**config.mk**
```make
export PLATFORM = sky130hd
export DESIGN_NAME = chacha_param_loader
export DESIGN_NICKNAME = d
export VERILOG_FILES = /design/src/rtl/chacha_param_loader.sv
export SDC_FILE = /design/constraint.sdc
export NUM_CORES = 1
export LEC_CHECK = 0
export ABC_AREA = 1
export CORE_MARGIN = 2
export CORE_UTILIZATION = 49
export DETAILED_ROUTE_END_ITERATION = 8
export HOLD_SLACK_MARGIN = 0.02
export PLACE_DENSITY = 0.78
export SETUP_SLACK_MARGIN = 0.3
export SYNTH_ARGS = -nofsm -noshare
export SYNTH_HDL_FRONTEND = slang
export SYNTH_SLANG_ARGS = --single-unit
```
**constraint.sdc**
```tcl
create_clock -name clk -period 2.9 [get_ports clk]
set_input_delay 0.58 -clock clk [delete_from_list [all_inputs] [get_ports clk]]
set_output_delay 0.58 -clock clk [all_outputs]
set_load 0.02 [all_outputs]
```
**src/rtl/chacha_param_loader.sv**
```systemverilog
// Byte-serial loader for the ChaCha key, nonce and block counter.
// A 48-byte frame is assembled, held with a valid/ack handshake, and the counter advances on request.
module chacha_param_loader #(
    parameter int FRAME_BYTES = 48
) (
    input  logic         clk,
    input  logic         rst,
    input  logic [7:0]   byte_in,
    input  logic         byte_valid,
    output logic         byte_ready,
    input  logic         clear,
    input  logic         params_ack,
    input  logic         ctr_inc,
    output logic [255:0] key,
    output logic [95:0]  nonce,
    output logic [31:0]  counter,
    output logic         params_valid,
    output logic [5:0]   load_idx,
    output logic         ctr_overflow
);

    localparam logic [5:0] LAST_IDX = 6'(FRAME_BYTES - 1);

    typedef enum logic {
        LOAD = 1'b0,
        HOLD = 1'b1
    } state_t;

    state_t       state_q, state_d;
    logic [5:0]   load_idx_q, load_idx_d;
    logic [3:0]   nonce_slot;
    logic         accept;
    logic [255:0] key_q;
    logic [95:0]  nonce_q;
    logic [31:0]  counter_q;
    logic         ovf_q;

    assign accept     = byte_valid && (state_q == LOAD);
    assign nonce_slot = 4'(load_idx_q - 6'd32);

    always_comb begin
        state_d    = state_q;
        load_idx_d = load_idx_q;
        if (clear) begin
            state_d    = LOAD;
            load_idx_d = '0;
        end else begin
            case (state_q)
                LOAD: begin
                    if (accept) begin
                        if (load_idx_q == LAST_IDX) begin
                            state_d    = HOLD;
                            load_idx_d = '0;
                        end else begin
                            load_idx_d = load_idx_q + 6'd1;
                        end
                    end
                end
                HOLD: begin
                    if (params_ack) begin
                        state_d    = LOAD;
                        load_idx_d = '0;
                    end
                end
                default: begin
                    state_d    = LOAD;
                    load_idx_d = '0;
                end
            endcase
        end
    end

    always_ff @(posedge clk) begin
        if (rst) begin
            state_q    <= LOAD;
            load_idx_q <= '0;
        end else begin
            state_q    <= state_d;
            load_idx_q <= load_idx_d;
        end
    end

    // Counter writes only happen in LOAD and increments only in HOLD, so they never collide.
    always_ff @(posedge clk) begin
        if (rst || clear) begin
            key_q     <= '0;
            nonce_q   <= '0;
            counter_q <= '0;
            ovf_q     <= 1'b0;
        end else begin
            if (accept) begin
                if (load_idx_q < 6'd32)
                    key_q[{load_idx_q[4:0], 3'b000} +: 8] <= byte_in;
                else if (load_idx_q < 6'd44)
                    nonce_q[{nonce_slot, 3'b000} +: 8] <= byte_in;
                else
                    counter_q[{load_idx_q[1:0], 3'b000} +: 8] <= byte_in;
                if (load_idx_q == 6'd0)
                    ovf_q <= 1'b0;
            end
            if ((state_q == HOLD) && ctr_inc) begin
                counter_q <= counter_q + 32'd1;
                if (&counter_q)
                    ovf_q <= 1'b1;
            end
        end
    end

    assign byte_ready   = (state_q == LOAD);
    assign params_valid = (state_q == HOLD);
    assign load_idx     = load_idx_q;
    assign key          = key_q;
    assign nonce        = nonce_q;
    assign counter      = counter_q;
    assign ctr_overflow = ovf_q;

endmodule

```
==> reports/summary.log, run 1 <==
qor: drt.detail_route.drc_violations 0
qor: job.max_cap_viol_count 0
qor: hold_path.holdPathStages 2
qor: sta.grt_setup_unrepaired yes
qor: drt.antenna_left 0
qor: drt.drt-vias-per-instance 5.343
qor: sta.final.min_clock_period 2458 ps
qor: sta.timing_hold_violations_final 0
qor: logic_synthesis.yosysUniqueCellTypes 38
qor: drt.wl_met3 5315 um
qor: hold_path.worstHoldPathType reg2reg
qor: power.peakVddDrop 550.6 uV
qor: place.place.gp.congestion 0.9402
qor: floorplan.floorplan.die_area 34530 sq um
qor: global_routing.grt.total_usage 32.98%
qor: clocking.numCtsBuffers 41
qor: sta.final-max-slew-violation-count 0
qor: global_routing.first_pass_grt_wire_length 88530 um
qor: drt.postRouteWirelength 59190 um
qor: layout.final_net_count 2807
qor: clocking.cts_root_buffer clkbuf_16
qor: clocking.clock_tree.buffer_depth 3
qor: clocking.tritoncts yes
qor: critical_path.reg2regPathDepth 12
qor: floorplan.standard_cell_rows 66
qor: place.buffer_ports.inserted 406
qor: clocking.cts.htree.levels 2
qor: sta.max_clock_freq 406.8 MHz
qor: layout.fillers 2721
qor: drt.met2_length 27630 um
qor: critical_path.maximum_net_fanout_on_the_critical_path 17
qor: floorplan.io_pins 407
qor: drt.routedWlPerCell 18.18 um
qor: global_routing.grt_pass1_vias 16080
qor: clocking.cts_sink_cnt 392
qor: layout.antennaDiodeCount 0
qor: critical_path.critical_path_required 3320 ps
qor: drt.highest_layer met4
qor: sta.timing.slew.headroom 33.15%
qor: power.post-layout-total-power 11.10 mW
qor: drt.routedLengthMet1 23740 um
qor: sta.fin_skew 8.277 ps
qor: floorplan.initial_utilization 49.79%
qor: place.dp.final_hpwl 43920 um
qor: logic_synthesis.synth-seq-cells 392
qor: layout.layout-area-overhead-vs-synth 38.56%
qor: global_routing.maximum_number_of_pins_on_one_net_before_global_route_repair 166
qor: sta.final.period_utilization 84.77%
qor: drt.detailedRoute.firstPassIterationCount 5
qor: layout.final_layout_size_suffix_gt1_share 7.003%
qor: sta.worstMarginPinSlew 1003 ps
qor: sta.setup_tns_final 0 ps
qor: critical_path.worst_setup_path_end_kind flop
qor: layout.layout.cells.most_common nor2_1
qor: floorplan.dieWidth 185.8 um
qor: outcome.status finished clean
qor: logic_synthesis.synth-seq-area-share 48.44%
qor: drt.vias 17390
qor: critical_path.crit_arrival 2880 ps
qor: layout.final-seq-area 7848 sq um
qor: power.cell_leakage_power 8.399 nW
qor: global_routing.initial_antenna_violation_count 0
qor: layout.multiInputGateArea 7530 sq um
qor: clocking.clk-insertion-delay-late 530 ps
qor: clocking.clkSlewWorstSetupHoldPaths 60 ps
qor: sta.setup_violations 0
qor: logic_synthesis.ys_warn_count 0
qor: logic_synthesis.syn-num-nets 2372
qor: floorplan.die_y 185.8 um
qor: global_routing.grt.overflow.total 0
qor: drt.drt_iter0_drc 1706
qor: critical_path.type_of_the_setup_path_with_the_least_slack reg2reg
qor: layout.layout_common_cells nor2_1, clkdlybuf4s50_1, nand2_1
qor: logic_synthesis.mappedNetlistArea 16200 sq um
qor: critical_path.element_type_at_the_critical_path_start flop
qor: logic_synthesis.avgSynthCellArea 6.896 sq um
qor: logic_synthesis.syn-instance-count 2349
qor: floorplan.core 32540 sq um
qor: power.pwr_density_cell 494.4 nW/um^2
[metrics by stage]
stage / std cells / hold slack, ps / setup slack (ps) / cell area, sq um / utilization [%]
2_1_floorplan: 2349 / 536.8 / 346.7 / 16200 / -
3_3_place_gp: 3176 / 447.8 / 181.8 / 21010 / 64.57
3_5_place_dp: 3176 / 455.4 / 65.62 / 21010 / 64.57
4_1_cts: 3248 / 464.2 / 291.4 / 22350 / 68.68
5_1_grt: 3255 / 475.2 / 273.1 / 22450 / 68.99
6_report: 3255 / 462.7 / 441.7 / 22450 / 68.99
[cells in the mapped netlist]
master / number / share of area (%)
inv_2: 24 / 0.56
buf_2: 22 / 0.68
or2_2: 1 / 0.039
a221oi_1: 1 / 0.054
nor2_4: 2 / 0.14
o21bai_1: 3 / 0.14
dfxtp_1: 392 / 48
a21o_1: 1 / 0.046
a21oi_1: 111 / 3.4
nand2_4: 1 / 0.070
inv_1: 111 / 2.6
o22ai_1: 1 / 0.039
nand4_1: 18 / 0.70
clkbuf_2: 1 / 0.031
nand2_1: 404 / 9.4
ha_1: 9 / 0.70
nand2_2: 6 / 0.23
a211oi_1: 2 / 0.093
nor3_2: 2 / 0.12
and2_1: 1 / 0.039
clkinv_1: 3 / 0.070
nor2_1: 746 / 17
nor3_1: 18 / 0.56
xor2_1: 7 / 0.38
nor2_2: 12 / 0.46
clkbuf_1: 50 / 1.2
and3_1: 1 / 0.039
nor4_1: 2 / 0.077
a31oi_1: 8 / 0.31
xnor2_1: 2 / 0.11
o21ai_0: 241 / 7.4
nand3_1: 108 / 3.3
buf_1: 8 / 0.19
o21ai_1: 21 / 0.65
buf_4: 4 / 0.19
nand3_2: 3 / 0.19
o31ai_1: 1 / 0.046
nand3b_1: 1 / 0.046
[state kept, by name, indices dropped and copies added (netlist names)]
signal	flops
key	256
load_idx	6
nonce	96
params_valid	1
counter	32
ctr_overflow	1
[where the power goes]
part           switching (mW)  total, mW  internal, mW
sequential            0.00480       5.40          5.39
combinational           0.369      0.512         0.143
clock                    2.13       5.19          3.06
[cell type report]
cell class / count / area share, %
Tap cell: 442 / 2.464
Sequential cell: 392 / 34.96
Clock buffer: 59 / 5.363
Timing Repair Buffer: 476 / 20.78
Clock inverter: 13 / 0.5686
Inverter: 138 / 2.313
Multi-Input combinational cell: 1735 / 33.55
[cell families after synthesis]
family,count (synthesis),synth area share [%]
flops,392,48.44
simple gates,1326,32.69
buf+inv,223,5.438
fa+ha+maj,9,0.6952
xor+xnor,9,0.4866
compound gates,390,12.25
[final timing paths]
path,from,endpoint,slack (ps)
min reg2reg,key[230],key[230],460
max,load_idx[1],nonce[81],440
min,key[230],key[230],460
max reg2reg,load_idx[1],nonce[81],440
[what timing repair did]
action	CTS	global route
hold buffers	0	0
resized for setup	1	13
endpoints found under the setup margin	23	98
pin swaps	1	2
setup buffers	0	6
cloned	0	1
endpoints found under the hold margin	0	0
[critical path, cell delays in order (launching register included)]
cell and delay (ps):
dfxtp_1 310, inv_1 140, ha_2 280, nand2_2 90
nand2_2 140, clkinv_2 240, nand2_2 180, buf_4 270
inv_1 80, nand2_1 310, inv_1 130, nor2_1 110
nor2_1 60
[per-layer routing]
| layer | vias up | track usage, % |
|---|---|---|
| met5 | - | 0 |
| met4 | 0 | 13.76 |
| met3 | 153 | 6.476 |
| met2 | 893 | 55.45 |
| met1 | 7955 | 41.31 |
| li1 | 8391 | - |
Power figures use the tool's default switching activity.
==> inputs of run 2 (changes only) <==
clock period = 2.3 ns   (was 2.9 ns; I/O delays follow)
==> run 2 against run 1 <==
  * First-iteration DRC count up 2.0%
  * Global-route usage up 0.86 points
  * Fmax up 19%
  * Sequential power up 26%
  * Sequential cell count unchanged
  * Routed wire length up 5.1%
  * Worst hold slack about the same
  * Largest cell class is now multi-input gates
  * Largest power group is now clock
  * Highest routed layer unchanged
==> reports/summary.log, run 2 (synthesis results as in run 1) <==
qor: power.sw_frac_of_total 22.59% [+0.034 points]
qor: sta.setup_violations 0 [unchanged]
qor: layout.final_layout_size_suffix_gt1_share 12.65% [+5.6 points]
qor: floorplan.floorplan.die_area 34530 sq um [unchanged]
qor: hold_path.hp-start key[229]
qor: critical_path.critical_path_required 2710 ps [-610 ps]
qor: clocking.clkSlewWorstSetupHoldPaths 60 ps [about the same]
qor: clocking.clock_tree.buffer_depth 3 [unchanged]
qor: clocking.tritoncts yes
qor: layout.finish.instance_area 23910 sq um [+6.5%]
qor: place.placement_cell_area 21530 sq um [+2.5%]
qor: drt.drt-vias-per-instance 5.429 [+1.6%]
qor: sta.final-max-slew-violation-count 0 [unchanged]
qor: power.switching_power 3.289 mW [+31%]
qor: place.pre_cts_ws -140.8 ps [-206.4 ps]
qor: critical_path.startpoint load_idx[1]
qor: place.dp.final_hpwl 45090 um [+2.7%]
qor: drt.wl_met3 5817 um [+9.4%]
qor: layout.antennaDiodeCount 0 [unchanged]
qor: clocking.cts_root_buffer clkbuf_16
qor: critical_path.reg2regPathDepth 10 [-2]
qor: power.clock_power_share 47.7% [+0.9 points]
qor: critical_path.crit_arrival 2480 ps [-400 ps]
qor: power.sequential_cell_fraction_of_total_power 46.7% [-1.9 points]
qor: floorplan.core 32540 sq um [unchanged]
qor: power.post-layout-total-power 14.56 mW [+31%]
qor: clocking.clk-insertion-delay-late 540 ps [about the same]
qor: floorplan.io_pins 407 [unchanged]
qor: layout.number_of_flip_flops_under_the_largest_register_name 256 [unchanged]
qor: sta.timing_hold_violations_final 0 [unchanged]
qor: sta.worstMarginPinSlew 661.1 ps [-341.7 ps]
qor: global_routing.grt_pass1_vias 16640 [+3.5%]
qor: global_routing.initial_antenna_violation_count 0 [unchanged]
qor: hold_path.worstHoldPathType reg2reg
qor: job.max_cap_viol_count 0 [unchanged]
qor: clocking.cts_sink_cnt 392 [unchanged]
qor: sta.hold_slack 462.9 ps [+0.1600 ps]
qor: floorplan.initial_utilization 49.79% [unchanged]
qor: sta.post-route-worst-setup-slack 232.0 ps [-209.7 ps]
qor: drt.vias 18060 [+3.9%]
qor: drt.detail_route.drc_violations 0 [unchanged]
qor: place.buffer_ports.inserted 406 [unchanged]
qor: clocking.numCtsBuffers 41 [unchanged]
qor: power.pwr_density_cell 609.0 nW/um^2 [+23%]
qor: sta.timing.slew.headroom 55.86% [+23 points]
qor: outcome.status finished clean
qor: critical_path.worst_r2r_startpoint load_idx[1]
qor: sta.grt_setup_unrepaired yes
qor: global_routing.maximum_number_of_pins_on_one_net_before_global_route_repair 125 [-25%]
qor: floorplan.dieWidth 185.8 um [unchanged]
qor: floorplan.standard_cell_rows 66 [unchanged]
qor: critical_path.maximum_net_fanout_on_the_critical_path 8 [-9]
qor: hold_path.holdPathStages 2 [unchanged]
qor: layout.final_net_count 2878 [+2.5%]
qor: critical_path.worst_setup_path_end_kind flop
qor: power.power.internal 11.27 mW [+31%]
qor: layout.layout.cells.most_common nor2_1
qor: floorplan.die_y 185.8 um [unchanged]
qor: critical_path.element_type_at_the_critical_path_start flop
qor: drt.routedLengthMet1 23850 um [+0.48%]
qor: power.cell_leakage_power 11.18 nW [+33%]
qor: drt.routedWlPerCell 18.70 um [+2.8%]
qor: drt.drt_iter0_drc 1740 [+2.0%]
qor: layout.layout_common_cells nor2_1, dfxtp_1, nand2_1
qor: drt.met2_length 29210 um [+5.7%]
qor: sta.final.period_utilization 89.91% [+5.1 points]
qor: power.power.share.combinational 5.5% [+0.9 points]
qor: clocking.cts.htree.levels 2 [unchanged]
qor: global_routing.first_pass_grt_wire_length 91110 um [+2.9%]
qor: sta.fin_skew 13.34 ps [+5.067 ps]
qor: drt.detailedRoute.firstPassIterationCount 7 [+2]
qor: sta.final.min_clock_period 2068 ps [-390.3 ps]
qor: global_routing.grt.overflow.total 0 [unchanged]
qor: power.peakVddDrop 474.5 uV [-14%]
qor: critical_path.type_of_the_setup_path_with_the_least_slack reg2reg
qor: layout.fillers 2549 [-6.3%]
qor: place.place.gp.congestion 0.9906 [+5.4%]
qor: layout.layout-area-overhead-vs-synth 47.60%
qor: critical_path.ff2ff_setup_slack 230 ps [-210 ps]
qor: drt.highest_layer met4
qor: drt.antenna_left 0 [unchanged]
qor: sta.max_clock_freq 483.6 MHz [+19%]
qor: drt.postRouteWirelength 62210 um [+5.1%]
qor: global_routing.grt.total_usage 33.83% [+0.86 points]
run 2: changes by cell type in the layout (fill, tap and decap cells not counted), moves of 17 or more:
cell / delta
dlygate4sd2_1: +73
nand2_4: +17
nand2_1: -48
o21ai_0: -17
dlymetal6s2s_1: +94
buf_4: +51
nand2_2: +29
clkdlybuf4s50_1: -168
run 2: path summary, 6_finish.rpt:
check / endpoint
max: key[212]
max reg2reg: key[212]
min: key[229]
min reg2reg: key[229]
run 2: layout make-up:
class | instances | area, sq um | area share (%)
Timing Repair Buffer | 547 | 5537 | 23.16
Clock inverter | 11 | 172.7 | 0.7221
Tap cell | 442 | 553.0 | 2.313
Sequential cell | 392 | 7860 | 32.87
Multi-Input combinational cell | 1735 | 7974 | 33.35
Inverter | 138 | 566.8 | 2.370
Clock buffer | 62 | 1247 | 5.217
run 2: what timing repair did:
action	CTS	global route
hold buffers	0	0
gates cloned	1	2
setup buffers	10	16
gates resized for setup	129	222
pin swaps	5	17
setup endpoints to repair	402	432
run 2: through the flow:
| stage | TNS [ps] | cells | util [%] |
|---|---|---|---|
| after floorplan | 0 | 2349 | - |
| after global placement | -1332 | 3225 | 66.18 |
| after detailed placement | -6040 | 3225 | 66.18 |
| after CTS | 0 | 3309 | 71.16 |
| after global routing | 0 | 3327 | 73.49 |
| final | 0 | 3327 | 73.49 |
run 2: power groups by stage:
| stage | clock network (mW) | registers (mW) | logic [mW] |
|---|---|---|---|
| 6_report | 6.95 | 6.80 | 0.805 |
| 5_1_grt | 7.26 | 6.80 | 0.851 |
| 4_1_cts | 6.96 | 6.80 | 0.712 |
| 3_5_place_dp | 0 | 6.95 | 0.669 |
| 3_3_place_gp | 0 | 6.95 | 0.659 |
| 2_1_floorplan | 0 | 6.97 | 0.381 |
run 2: worst max-delay path, stage by stage (launching register included):
cell and delay, ps:
dfxtp_2 330, buf_4 180, nor2_4 180, nand4_1 110, nand2_1 220, inv_1 140, nand2_4 180, nor2_4 50
buf_4 160, o21ai_0 310, nor2_1 100
run 2: metal layers:
metal / track usage (%) / up-vias
li1: - / 8553
met1: 41.12 / 8299
met2: 56.30 / 992
met3: 7.278 / 218
met4: 17.57 / 0
met5: 0 / -
==> inputs of run 3 (changes only) <==
CORE_UTILIZATION = 45   (was 49)
PLACE_DENSITY = 0.75   (was 0.78)
clock period = 1.85 ns   (was 2.3 ns; I/O delays follow)
==> run 3 against run 2 <==
  * The flow now finishes with violations (setup timing)
  * Final area rose by 12%
  * Power increased by 28%
  * Register-to-register slack lost 420 ps
  * Combinational power increased by 69%
  * Worst setup slack worse by 420 ps
  * Die area rose by 8.7%
  * Sequential power grew 24%
  * Clock-buffer cell count is 5 lower
  * Global-route usage down 1.1 points
  * Cell count grew 5.6%
  * Highest routed layer unchanged
==> reports/summary.log, run 3 (synthesis results as in run 1) <==
qor: outcome.status finished with violations
qor: global_routing.maximum_number_of_pins_on_one_net_before_global_route_repair 121 [-3.2%]
qor: sta.max_clock_freq 491.0 MHz [+1.5%]
qor: clocking.cts_root_buffer clkbuf_16
qor: place.buffer_ports.inserted 406 [unchanged]
qor: drt.antenna_left 0 [unchanged]
qor: place.place.gp.congestion 0.9057 [-8.6%]
qor: sta.setup_violations 603 [+603]
qor: critical_path.cp_cell_sequence clkinv_4 > buf_12 > ha_4 > nand2_8 > nor2_4 > nand2_4 > nand2_8 > inv_4 > nor2_4 > buf_6 > buf_12 > buf_8 > nand2_8 > nor2_4 > nor2_1
qor: floorplan.initial_utilization 45.65% [-4.1 points]
qor: drt.postRouteWirelength 69090 um [+11%]
qor: sta.post-route-worst-setup-slack -186.7 ps [-418.7 ps]
qor: layout.fillers 2456 [-3.6%]
qor: critical_path.maximum_net_fanout_on_the_critical_path 8 [unchanged]
qor: global_routing.grt.total_usage 32.76% [-1.1 points]
qor: floorplan.die_y 193.7 um [+4.3%]
qor: drt.routedWlPerCell 19.67 um [+5.2%]
qor: layout.antennaDiodeCount 0 [unchanged]
qor: sta.timing.slew.headroom 59.45% [+3.6 points]
qor: sta.timing_hold_violations_final 0 [unchanged]
qor: hold_path.hp-start nonce[25]
qor: floorplan.dieWidth 193.7 um [+4.3%]
qor: outcome.failed_checks setup timing
qor: layout.final_net_count 3046 [+5.8%]
qor: critical_path.element_type_at_the_critical_path_start flop
qor: sta.final.period_utilization 110.1% [+20 points]
qor: clocking.clock_tree.buffer_depth 3 [unchanged]
qor: drt.drt-vias-per-instance 5.484 [+1.0%]
qor: critical_path.reg2reg_to key[245]
qor: critical_path.reg2regPathDepth 15 [+5]
qor: critical_path.worst_setup_path_end_kind flop
qor: critical_path.worst_r2r_startpoint load_idx[0]
qor: critical_path.type_of_the_setup_path_with_the_least_slack reg2reg
qor: critical_path.cp_slowest_stage_delay 350 ps [+20 ps]
qor: floorplan.standard_cell_rows 69 [+4.5%]
qor: hold_path.worstHoldEndpoint nonce[25]
qor: hold_path.worstHoldPathType reg2reg
qor: sta.worstMarginPinSlew 606.0 ps [-55.12 ps]
qor: global_routing.first_pass_grt_wire_length 98040 um [+7.6%]
qor: layout.layout_common_cells nor2_1, dfxtp_1, nand2_1
qor: layout.number_of_flip_flops_under_the_largest_register_name 256 [unchanged]
qor: global_routing.grt.overflow.total 0 [unchanged]
qor: layout.finish.instance_area 26850 sq um [+12%]
qor: drt.vias 19270 [+6.7%]
qor: floorplan.floorplan.die_area 37530 sq um [+8.7%]
qor: floorplan.io_pins 407 [unchanged]
qor: layout.layout.cells.most_common nor2_1
qor: clocking.cts.htree.levels 2 [unchanged]
qor: global_routing.initial_antenna_violation_count 0 [unchanged]
qor: clocking.clkSlewWorstSetupHoldPaths 60 ps [about the same]
qor: layout.layout-area-overhead-vs-synth 65.77%
qor: clocking.numCtsBuffers 42 [+2.4%]
qor: place.dp.final_hpwl 47220 um [+4.7%]
qor: drt.drt_iter0_drc 1750 [+0.57%]
qor: critical_path.crit_arrival 2470 ps [about the same]
qor: sta.grt_setup_unrepaired yes
qor: clocking.cts_sink_cnt 392 [unchanged]
qor: drt.detail_route.drc_violations 0 [unchanged]
qor: sta.final.min_clock_period 2037 ps [-31.32 ps]
qor: critical_path.critical_path_required 2280 ps [-430 ps]
qor: clocking.clk-insertion-delay-late 550 ps [about the same]
qor: critical_path.cpMaxStageDelayCell dfxtp_4
qor: hold_path.holdPathStages 2 [unchanged]
qor: global_routing.grt_pass1_vias 17670 [+6.2%]
qor: sta.final-max-slew-violation-count 0 [unchanged]
qor: clocking.tritoncts yes
qor: power.pwr_density_cell 691.9 nW/um^2 [+14%]
qor: drt.detailedRoute.firstPassIterationCount 7 [unchanged]
qor: critical_path.ff2ff_setup_slack -190 ps [-420 ps]
qor: power.peakVddDrop 576.8 uV [+22%]
qor: place.placement_cell_area 23090 sq um [+7.2%]
qor: sta.setup_tns_final -36680 ps [-36680 ps]
qor: floorplan.core 35480 sq um [+9.1%]
qor: job.max_cap_viol_count 0 [unchanged]
qor: sta.fin_skew 20.32 ps [+6.974 ps]
qor: power.cell_leakage_power 10.52 nW [-5.9%]
qor: layout.finalCoreUtilization 75.68% [+2.2 points]
qor: layout.final_layout_size_suffix_gt1_share 27.03% [+14 points]
[run 3: repair_timing]
action	CTS	global route
cloned	5	17
setup endpoints to repair	781	731
buffers inserted	23	28
pin swaps	46	96
hold buffers	0	0
gates resized for setup	500	377
[run 3: layout make-up]
class	instances	area (sq um)	area share [%]
clock inverter	16	216.5	0.8061
timing repair buffer	703	6823	25.41
sequential	392	7898	29.41
tap	461	576.8	2.148
inverter	138	685.7	2.553
clock buffer	57	1209	4.501
multi-input combinational	1746	9445	35.17
[run 3: worst max-delay path by stage]
| stage | startpoint | endpoint | slack [ps] | depth (start not counted) |
|---|---|---|---|---|
| after global placement | byte_valid | key[97] | -490 | 9 |
| after detailed placement | byte_valid | key[103] | -550 | 9 |
| after global routing | load_idx[0] | key[133] | -240 | 15 |
| final | load_idx[0] | key[245] | -190 | 15 |
| after CTS | load_idx[0] | key[247] | -100 | 14 |
| after floorplan | load_idx[0] | key[68] | -100 | 10 |
[run 3: per-layer routing]
metal,global-route usage [%],vias up,share of wire [%],wire length (um)
met1,40.59,9041,39,26960
li1,-,8915,-,-
met5,0,-,0,0
met4,15.49,0,5.4,3765
met2,55.24,1058,47,32580
met3,5.879,252,8.4,5782
[run 3: critical path: cells and delay by family (launching register included)]
kind	cells	cell delay, ps
fa+ha+maj	1	190
buf+inv	6	580
flops	1	350
simple gates	8	780
[run 3: per-stage QoR]
step	power, mW	hold slack (ps)	worst slack, ps	std cells
after floorplan	9.209	504.9	-103.2	2349
after global placement	9.660	450.9	-492.1	3367
after detailed placement	9.673	454.2	-551.2	3367
after CTS	18.35	465.0	-98.31	3468
after global routing	19.01	485.7	-240.4	3513
final	18.58	470.2	-186.7	3513
[run 3: power breakdown]
part / internal (mW) / switching, mW / leakage (nW)
sequential: 8.44 / 0.00882 / 3.17
combinational: 0.538 / 0.826 / 6.65
clock: 5.27 / 3.50 / 0.698
total: 14.2 / 4.33 / 10.5
